$ cat src/rtl/mmio_uart_tx_pkg.sv
// Shared constants for the memory-mapped UART transmitter: register offsets, bit indices, FSM states.
// Latency: n/a (package only).
// Backpressure: n/a.
package mmio_uart_tx_pkg;

    // Register offsets from BASE_ADDR
    localparam logic [2:0] OFF_TXDATA = 3'd0;
    localparam logic [2:0] OFF_STATUS = 3'd1;
    localparam logic [2:0] OFF_DIV_LO = 3'd2;
    localparam logic [2:0] OFF_DIV_HI = 3'd3;
    localparam logic [2:0] OFF_CTRL   = 3'd4;

    // STATUS bit indices ([7:4] carry the saturated FIFO count)
    localparam int ST_BUSY  = 0;
    localparam int ST_FULL  = 1;
    localparam int ST_EMPTY = 2;
    localparam int ST_OVF   = 3;

    // CTRL bit indices
    localparam int CTRL_PAR_EN   = 0;
    localparam int CTRL_PAR_ODD  = 1;
    localparam int CTRL_TWO_STOP = 2;
    localparam int CTRL_TX_EN    = 3;

    // Transmitter enabled, 8N1
    localparam logic [3:0] CTRL_RESET = 4'h8;

    typedef enum logic [2:0] {
        S_IDLE,
        S_START,
        S_DATA,
        S_PARITY,
        S_STOP
    } state_t;

endpackage

$ cat src/rtl/uart_tx_fifo.sv
// Synchronous byte FIFO feeding the UART shifter; head byte visible combinationally on dout.
// Latency: a pushed byte is readable on dout the cycle after the push edge.
// Backpressure: push is dropped when full unless a pop happens in the same cycle; pop ignored when empty.
module uart_tx_fifo #(
    parameter int DEPTH = 8
) (
    input  logic                       clk,
    input  logic                       reset_,
    input  logic                       push,
    input  logic [7:0]                 din,
    input  logic                       pop,
    output logic [7:0]                 dout,
    output logic                       full,
    output logic                       empty,
    output logic [$clog2(DEPTH):0]     count
);

    localparam int AW = $clog2(DEPTH);
    localparam int CW = AW + 1;

    logic [7:0]    mem [DEPTH];
    logic [AW-1:0] wr_ptr;
    logic [AW-1:0] rd_ptr;
    logic          wr_ok;
    logic          rd_ok;

    assign full  = (count == CW'(DEPTH));
    assign empty = (count == '0);
    assign rd_ok = pop & ~empty;
    // A full FIFO still takes a byte when the head leaves in the same cycle
    assign wr_ok = push & (~full | rd_ok);
    assign dout  = mem[rd_ptr];

    // Storage array; no reset needed, validity is tracked by count
    always_ff @(posedge clk) begin
        if (wr_ok) begin
            mem[wr_ptr] <= din;
        end
    end

    // Pointers and occupancy
    always_ff @(posedge clk) begin
        if (!reset_) begin
            wr_ptr <= '0;
            rd_ptr <= '0;
            count  <= '0;
        end else begin
            if (wr_ok) begin
                wr_ptr <= wr_ptr + AW'(1);
            end
            if (rd_ok) begin
                rd_ptr <= rd_ptr + AW'(1);
            end
            if (wr_ok && !rd_ok) begin
                count <= count + CW'(1);
            end else if (rd_ok && !wr_ok) begin
                count <= count - CW'(1);
            end
        end
    end

endmodule

$ cat src/rtl/mmio_uart_tx.sv
// Memory-mapped UART transmitter: byte FIFO, programmable divisor, optional parity, 1/2 stop bits.
// Latency: byte written at edge E0 into an idle, empty transmitter drives the start bit from E1.
// Backpressure: none on the bus; pushes into a full FIFO are dropped and set the sticky overflow flag.
module mmio_uart_tx
    import mmio_uart_tx_pkg::*;
#(
    parameter logic [10:0] BASE_ADDR   = 11'd101,
    parameter int          FIFO_DEPTH  = 8,
    parameter logic [15:0] DEFAULT_DIV = 16'd433
) (
    input  logic        clk,
    input  logic        reset_,
    input  logic [10:0] m_addr,
    input  logic [7:0]  m_wr_data,
    input  logic        m_wr,
    input  logic        m_rd,
    input  logic        m_en,
    output logic [7:0]  m_rd_data,
    output logic        rd_hit,
    output logic        tx,
    output logic        tx_busy
);

    localparam int CW = $clog2(FIFO_DEPTH) + 1;

    // Bus decode: unsigned subtraction wraps addresses below BASE_ADDR out of range
    logic [10:0] off_full;
    logic [2:0]  off;
    logic        in_range;
    logic        wr_en;
    logic        push;

    assign off_full = m_addr - BASE_ADDR;
    assign in_range = (off_full <= 11'd4);
    assign off      = off_full[2:0];
    assign rd_hit   = m_en & m_rd & in_range;
    assign wr_en    = m_en & m_wr & in_range;
    assign push     = wr_en & (off == OFF_TXDATA);

    // Configuration and status registers
    logic [15:0] div_reg;
    logic [3:0]  ctrl;
    logic        overflow;

    // FIFO interface
    logic [7:0]    fifo_dout;
    logic          fifo_full;
    logic          fifo_empty;
    logic [CW-1:0] fifo_count;
    logic          pop;

    // Transmit engine state
    state_t      state;
    logic [15:0] baud_cnt;
    logic [2:0]  bit_cnt;
    logic [7:0]  shreg;
    logic        par_bit;
    logic [15:0] f_div;
    logic        f_par_en;
    logic        f_two_stop;
    logic        stop2;
    logic        bit_done;
    logic        start_frame;

    assign bit_done    = (baud_cnt == f_div);
    // Start from idle, or chain straight out of the final stop bit so frames run back-to-back
    assign start_frame = ~fifo_empty & ctrl[CTRL_TX_EN] &
                         ((state == S_IDLE) ||
                          ((state == S_STOP) && bit_done && (stop2 || !f_two_stop)));
    assign pop         = start_frame;
    assign tx_busy     = ~fifo_empty | (state != S_IDLE);

    uart_tx_fifo #(
        .DEPTH (FIFO_DEPTH)
    ) u_fifo (
        .clk    (clk),
        .reset_ (reset_),
        .push   (push),
        .din    (m_wr_data),
        .pop    (pop),
        .dout   (fifo_dout),
        .full   (fifo_full),
        .empty  (fifo_empty),
        .count  (fifo_count)
    );

    // FIFO count for STATUS, saturated to the 4-bit field
    logic [4:0] cnt5;
    logic [3:0] cnt_sat;
    assign cnt5    = 5'(fifo_count);
    assign cnt_sat = cnt5[4] ? 4'hF : cnt5[3:0];

    // Register read mux; combinational so a same-cycle write returns the old value
    always_comb begin
        m_rd_data = 8'd0;
        if (rd_hit) begin
            case (off)
                OFF_TXDATA: m_rd_data = {7'd0, tx_busy};
                OFF_STATUS: m_rd_data = {cnt_sat, overflow, ~fifo_empty & fifo_empty | fifo_empty,
                                         fifo_full, tx_busy};
                OFF_DIV_LO: m_rd_data = div_reg[7:0];
                OFF_DIV_HI: m_rd_data = div_reg[15:8];
                OFF_CTRL:   m_rd_data = {4'd0, ctrl};
                default:    m_rd_data = 8'd0;
            endcase
        end
    end

    // Register writes and sticky overflow
    always_ff @(posedge clk) begin
        if (!reset_) begin
            div_reg  <= DEFAULT_DIV;
            ctrl     <= CTRL_RESET;
            overflow <= 1'b0;
        end else begin
            if (wr_en && off == OFF_DIV_LO) begin
                div_reg[7:0] <= m_wr_data;
            end
            if (wr_en && off == OFF_DIV_HI) begin
                div_reg[15:8] <= m_wr_data;
            end
            if (wr_en && off == OFF_CTRL) begin
                ctrl <= m_wr_data[3:0];
            end
            if (push && fifo_full && !pop) begin
                overflow <= 1'b1;
            end else if (wr_en && off == OFF_STATUS && m_wr_data[ST_OVF]) begin
                overflow <= 1'b0;
            end
        end
    end

    // Transmit FSM with baud counter; frame settings are latched at frame start
    always_ff @(posedge clk) begin
        if (!reset_) begin
            state      <= S_IDLE;
            tx         <= 1'b1;
            baud_cnt   <= 16'd0;
            bit_cnt    <= 3'd0;
            shreg      <= 8'd0;
            par_bit    <= 1'b0;
            f_div      <= DEFAULT_DIV;
            f_par_en   <= 1'b0;
            f_two_stop <= 1'b0;
            stop2      <= 1'b0;
        end else if (start_frame) begin
            state      <= S_START;
            tx         <= 1'b0;
            baud_cnt   <= 16'd0;
            bit_cnt    <= 3'd0;
            shreg      <= fifo_dout;
            par_bit    <= (^fifo_dout) ^ ctrl[CTRL_PAR_ODD];
            f_div      <= div_reg;
            f_par_en   <= ctrl[CTRL_PAR_EN];
            f_two_stop <= ctrl[CTRL_TWO_STOP];
            stop2      <= 1'b0;
        end else if (state != S_IDLE) begin
            if (!bit_done) begin
                baud_cnt <= baud_cnt + 16'd1;
            end else begin
                baud_cnt <= 16'd0;
                case (state)
                    S_START: begin
                        state <= S_DATA;
                        tx    <= shreg[0];
                        shreg <= {1'b0, shreg[7:1]};
                    end
                    S_DATA: begin
                        if (bit_cnt == 3'd7) begin
                            state <= f_par_en ? S_PARITY : S_STOP;
                            tx    <= f_par_en ? par_bit : 1'b1;
                        end else begin
                            bit_cnt <= bit_cnt + 3'd1;
                            tx      <= shreg[0];
                            shreg   <= {1'b0, shreg[7:1]};
                        end
                    end
                    S_PARITY: begin
                        state <= S_STOP;
                        tx    <= 1'b1;
                    end
                    S_STOP: begin
                        if (f_two_stop && !stop2) begin
                            stop2 <= 1'b1;
                        end else begin
                            state <= S_IDLE;
                            tx    <= 1'b1;
                        end
                    end
                    default: begin
                        state <= S_IDLE;
                        tx    <= 1'b1;
                    end
                endcase
            end
        end
    end

endmodule

$ cat config.mk
export PLATFORM = sky130hd
export DESIGN_NAME = mmio_uart_tx
export DESIGN_NICKNAME = d
export VERILOG_FILES = /design/src/rtl/mmio_uart_tx_pkg.sv /design/src/rtl/uart_tx_fifo.sv /design/src/rtl/mmio_uart_tx.sv
export SDC_FILE = /design/constraint.sdc
export NUM_CORES = 1
export LEC_CHECK = 0
export ABC_AREA = 1
export BUFFER_PORTS_ARGS = -buffer_cell sky130_fd_sc_hd__buf_2
export CORE_ASPECT_RATIO = 1.75
export CORE_MARGIN = 4
export CORE_UTILIZATION = 50
export CTS_CLUSTER_DIAMETER = 60
export CTS_CLUSTER_SIZE = 20
export DETAILED_ROUTE_END_ITERATION = 8
export HOLD_SLACK_MARGIN = 0.1
export PLACE_DENSITY = 0.67
export SLEW_MARGIN = 20
export SYNTH_ARGS = -nofsm -noshare
export SYNTH_HDL_FRONTEND = slang
export SYNTH_SLANG_ARGS = --single-unit
$ cat constraint.sdc
create_clock -name clk -period 3.4 [get_ports clk]
set_input_delay 0.34 -clock clk [delete_from_list [all_inputs] [get_ports clk]]
set_output_delay 0.34 -clock clk [all_outputs]
set_load 0.02 [all_outputs]
**Yosys cells after proc, flatten, opt, wreduce, memory -nomap -nowiden**

Memories as Yosys holds them, arrays and structs flattened. A register that Yosys moved wholly into a read port is not among the register bits.
Cells that the tools add are included.

- Bitwise gates (word level): 16
- Reductions and logical operators: 36
- Equality and inequality tests: 16
- Muxes and demuxes: 30
- Add/subtract/negate cells: 7
- Magnitude comparators: 1

Operators by type and width:

| kind | count |
|---|---|
| two-way mux 8 bit | 5 |
| case mux 8 bit (5 select lines) | 1 |
| AND reduction 4 bit | 5 |
| adder 16 x 1 -> 16 bit (second input constant) | 1 |
| == test 16 bit | 1 |
| two-way mux 16 bit | 1 |
| case mux 8 bit (2 select lines) | 1 |
| two-way mux 3 bit | 5 |
| two-way mux 1 bit | 13 |
| == test 3 x 2 -> 1 bit (second input constant) | 4 |
| logical AND 1 bit | 12 |
| case mux 3 bit (4 select lines) | 1 |
| less-or-equal comparator 11 x 3 -> 1 bit (second input constant) | 1 |
| subtractor 11 x 7 -> 11 bit (second input constant) | 1 |
| adder 3 x 1 -> 3 bit (second input constant) | 3 |
| AND 1 bit | 9 |
| == test 3 bit (second input constant) | 3 |
| inequality test 3 bit (second input constant) | 3 |
| two-way mux 4 bit | 2 |
| nonzero test 2 bit | 4 |
| parity 8 bit | 1 |
| == test 3 x 1 -> 1 bit (second input constant) | 2 |
| logical NOT 3 bit | 2 |
| nonzero test 3 bit | 2 |
| other kinds (13) | 23 |

- Word-level logic and storage cells: 125
- Bits in writable memories: 64
- Memories: 1
- Input port bits: 24
- Output and inout port bits: 11
- Bits in registers: 82

Memories:

| name | depth | width | rd ports | clocked after Yosys merged registers in | write ports | RTL line | text |
|---|---|---|---|---|---|---|---|
| u_fifo.mem | 8 | 8 | 1 | 1 | 1 | uart_tx_fifo.sv:21 | `logic [7:0] mem [DEPTH];` |

**Logic depth before layout (Yosys ltp)**

- Depth after elaboration: 12
- Depth in mapped cells: 21
- Depth with buffers taken out: 21

**Modules after synthesis**

From an unflattened synthesis, not the netlist that was laid out.

- Cell total of the unflattened synthesis: 918
- Area total of the unflattened synthesis: 7211.9 um2

By module, submodules not included:

| module | seq. area each (um2) | times used | area each (um2) | cells an instance |
|---|---|---|---|---|
| mmio_uart_tx | 1441.4 | 1 | 3943.8 | 621 |
| uart_tx_fifo | 2182.1 | 1 | 3268.1 | 297 |

**Least setup slack after synthesis**

Ideal clock, no wire load.

- Path kind: in2reg
- Start: in m_addr[0]
- End: reg u_fifo.count[3]
- Path buffers: 0
- Required time: 3.281 ns
- Stages: 21
- Setup time: 0.119 ns
- Data arrival time: 2.748 ns
- Slack: 0.533 ns
- Cell sequence: inv_1 nand2_1 inv_1 ha_1 nand2_1 nand3_1 nor2_1 nand2_1 nor2_1 nand2_1 inv_2 ha_1 inv_1 ha_1 and3_1 a211oi_1 nor2_1 nor2_1 nand2_1 o21ai_0 a21oi_1

- Word-level cells in the longest chain between the ends: 8
- Elaborated cells on any way between the ends: 11
- Classes of those cells: 1 x add/sub; 1 x order compare; 1 x mux; 3 x bitwise; 5 x reduce/logical

Ends and longest elaborated chain:

| what | RTL line | text |
|---|---|---|
| start, declared | mmio_uart_tx.sv:13 | `input logic [10:0] m_addr,` |
| subtractor 11 x 7 -> 11 bit * | mmio_uart_tx.sv:33 | `assign off_full = m_addr - BASE_ADDR;` |
| less-or-equal comparator 11 x 3 -> 1 bit | mmio_uart_tx.sv:34 | `assign in_range = (off_full <= 11'd4);` |
| AND 1 bit | mmio_uart_tx.sv:37 | `assign wr_en = m_en & m_wr & in_range;` |
| AND 1 bit * | mmio_uart_tx.sv:38 | `assign push = wr_en & (off == OFF_TXDATA);` |
| AND 1 bit * | uart_tx_fifo.sv:31 | `assign wr_ok = push & (~full \| rd_ok);` |
| net u_fifo.wr_ok | uart_tx_fifo.sv:24 | `logic wr_ok;` |
| logical NOT 1 bit | uart_tx_fifo.sv:56 | `end else if (rd_ok && !wr_ok) begin` |
| logical AND 1 bit | uart_tx_fifo.sv:56 |  |
| nonzero test 2 bit (no line) | - |  |
| end signal, assigned | uart_tx_fifo.sv:55 | `count <= count + CW'(1);` |
| end signal, assigned | uart_tx_fifo.sv:57 | `count <= count - CW'(1);` |
| end, declared | uart_tx_fifo.sv:15 | `output logic [$clog2(DEPTH):0] count` |

Mark *: on every way through the listed nets, which the timed path passes. The rest lies on a longest branch.
A chain may end at the register's enable or synchronous reset.

**Worst setup path after layout**

- Start: reg u_fifo.count[0]
- End: reg u_fifo.count[3]

- Word-level cells in the longest chain between the ends: 10
- Elaborated cells on any way between the ends: 18
- Classes of those cells: 2 x add/sub; 1 x eq/ne; 2 x mux; 7 x bitwise; 6 x reduce/logical

Ends and longest elaborated chain:

| what | RTL line | text |
|---|---|---|
| logical NOT 4 bit | uart_tx_fifo.sv:28 | `assign empty = (count == '0);` |
| inverter 1 bit | uart_tx_fifo.sv:29, mmio_uart_tx.sv:67 |  |
| AND 1 bit (2 in series) | mmio_uart_tx.sv:67 | `assign start_frame = ~fifo_empty & ctrl[CTRL_TX_EN] &` |
| AND 1 bit | uart_tx_fifo.sv:29 | `assign rd_ok = pop & ~empty;` |
| OR 1 bit * | uart_tx_fifo.sv:31 |  |
| AND 1 bit * | uart_tx_fifo.sv:31 |  |
| net u_fifo.wr_ok | uart_tx_fifo.sv:24 |  |
| logical NOT 1 bit | uart_tx_fifo.sv:56 |  |
| logical AND 1 bit | uart_tx_fifo.sv:56 |  |
| nonzero test 2 bit (no line) | - |  |

Mark *: on every way through the listed nets, which the timed path passes. The rest lies on a longest branch. The select of a mux whose other input is x is not followed.

==> run metrics <==
status finished clean; Die Y 165 um; DR vias/cell 5.21; CP Launch Type flip-flop; Root Buffer clkbuf_16; total I/O pin count 35; vias in the first global route 5809; LEAKAGE between 3 and 4 nW; Hold Slack about 270 ps; final worst-path cycle share 0.882; most common cell after layout, fill and taps aside nand2_1; post-CTS sizing 0; Crit Path Class reg -> reg; routed length per placed instance between 15 and 20 um; Worst Slack Setup Final approximately 400 ps; post-CTS setup buffer count 0; syn_nets 912; antenna violations before repair 1; largest family of logic cells by synthesized area simple AND/OR/NAND/NOR gates; commonest cells after routing, fill and taps aside nand2_1, nor2_1, inv_1, dfxtp_1, edfxtp_1; DP Wirelength 11900 um; Slew Limit Fails 0; Synth Area in Simple Gates 0.266; Worst Setup End Kind flip-flop; final setup TNS 0 ps; port bufs 34; global-route wire length before repair about 28000 um; RSZ-0062 raised after global routing no; CORE AREA 0.0138 sq mm; Synth Area in XOR/XNOR 0.0212; global route overflow 0; Area after DPL 0.00739 sq mm; initial core utilization 0.507; Clock Skews 7.87 ps; design area roughly 0.008 sq mm; post-detailed-route count of antenna-violating nets 0; share of post-route cells with drive strength above 1 0.109; Post-synth ARST share 0; Max Cap Viol 0; GRT Overall Usage 0.225; P&R area growth vs syn 13.4%; Worst EP arrival 3310 ps; TritonCTS clock tree built; GPL Wtd Cong 0.873; Synth Flop Type dfxtp_1; Pre-Repair DR Iteration Count 5; Most flops, register u_fifo.mem; VDD IR-drop max 0.000570 V; final hold vios 0; Synth Area in Compound Gates 0.0949; register area share after synthesis 0.517; crit path max fanout 5; worst slack at placement around 180 ps; Peak Freq around 0.33 GHz; clock buffer depth 2; CP Data Required Time 3710 ps; Core Rows 57; Post-Synth Adder-Cell Area 0.0189; hold crit path type in -> reg; clk_lat worst skew 420 ps; Setup violations, final 0; overall power around 0.006 W; Residual DRC 0; layout net count 953; First DRT Iteration DRCs 285; Post-CTS Hold Fix Bufs 0; worst-margin pin slew 1080 ps; synthesized cell area 0.00701 sq mm; max reg flops 64; Rel. slew slack 0.278; Post-synth EDFFs 64; Yosys warning count 0; die area 0.0161 sq mm; Syn Area/Cell about 8 sq um; DR vias between 5000 and 6000; largest net degree at the start of global routing 42; synth unique cells 44; Final Critical Period ~3000 ps; CTS Buf Count 17; Post-Route WL 17200 um; mux cell area share after synthesis 0; clock-pin slew on the worst setup and hold paths ~60 ps; Fillers 1256; Syn Inst Count 878; clk sinks about 150; CTS H-tree lvls 4; die width 97.5 um; Synth Register Bits 149; Pwr Density 734 mW/mm^2
metal layers:
layer  global-route usage  up-vias  share of wire
met4                0.162        0          0.074
li1                     -     2942              -
met5                    0        -              0
met3               0.0402       65          0.037
met1                0.231     2613           0.38
met2                0.409      159           0.51
synth_stat cells (2+ instances only):
cell | count | area, sq um
nand2_1 | 226 | 848
nor2_1 | 115 | 432
inv_1 | 107 | 402
dfxtp_1 | 85 | 1700
edfxtp_1 | 64 | 1920
nand3_1 | 62 | 310
o21ai_0 | 32 | 160
a21oi_1 | 31 | 155
a211oi_1 | 21 | 158
nor3_1 | 20 | 100
buf_2 | 13 | 65.1
clkbuf_1 | 12 | 45.0
xor2_1 | 12 | 105
o21ai_1 | 10 | 50.1
ha_1 | 9 | 113
inv_2 | 5 | 18.8
nor3b_1 | 5 | 37.5
o211ai_1 | 5 | 37.5
xnor2_1 | 5 | 43.8
a31oi_1 | 4 | 25.0
buf_4 | 4 | 30.0
nand4_1 | 3 | 18.8
o22ai_1 | 3 | 18.8
and3_1 | 2 | 12.5
buf_1 | 2 | 7.51
nand2_2 | 2 | 12.5
nand3_2 | 2 | 20.0
cell families after synthesis:
family / Yosys count
xor+xnor: 17
fa+ha+maj: 10
compound gates: 113
simple gates: 445
flops: 149
buf+inv: 144
power by group:
| part | total [W] | switching [W] | internal [W] |
|---|---|---|---|
| clock network | 0.00174 | 0.000784 | 0.000957 |
| logic | 0.00195 | 0.00134 | 0.000615 |
| registers | 0.00214 | 0.000120 | 0.00202 |
metrics by stage:
stage,std cells,utilization
floorplan,878,-
global placement,1077,0.534
detailed placement,1077,0.534
CTS,1109,0.574
global route,1110,0.575
finish,1110,0.575
worst paths after layout:
kind / from / endpoint / slack, ps / depth (start not counted)
setup / recovery: u_fifo.count[0]$_SDFFE_PN0P_ / u_fifo.count[3]$_SDFFE_PN0P_ / 400 / 18
hold / removal: m_wr_data[2] / u_fifo.mem[0][2]$_DFFE_PP_ / 270 / 1
setup reg to reg: u_fifo.count[0]$_SDFFE_PN0P_ / u_fifo.count[3]$_SDFFE_PN0P_ / 400 / 18
hold reg to reg: bit_cnt[1]$_SDFFE_PP0P_ / bit_cnt[1]$_SDFFE_PP0P_ / 470 / 2
area by class of cell:
cell class                 instances  area [sq um]  area share
antenna                            1          2.50    0.000315
clock buffer                      18           429      0.0540
timing repair buffer              54           320      0.0403
sequential                       149          3620       0.456
inverter                         112           420      0.0529
multi-input combinational        585          2810       0.354
tap                              177           221      0.0279
clock inverter                    14           118      0.0148
worst max-delay path, stage by stage (launching register included):
cell      delay [ps]
dfxtp_1          450
nor3_2           100
nand2_1          120
nand2_1          100
nor3_1           160
nand3_1          180
nand3_1          150
nand2_1           90
inv_2             90
ha_1             190
inv_1             90
ha_1             320
and3_1           190
a211oi_1         220
nor2_1            70
nor2_1            90
nand2_1           70
o21ai_0          150
a21oi_1           50
Note: power is estimated with default switching activity, not from simulation.
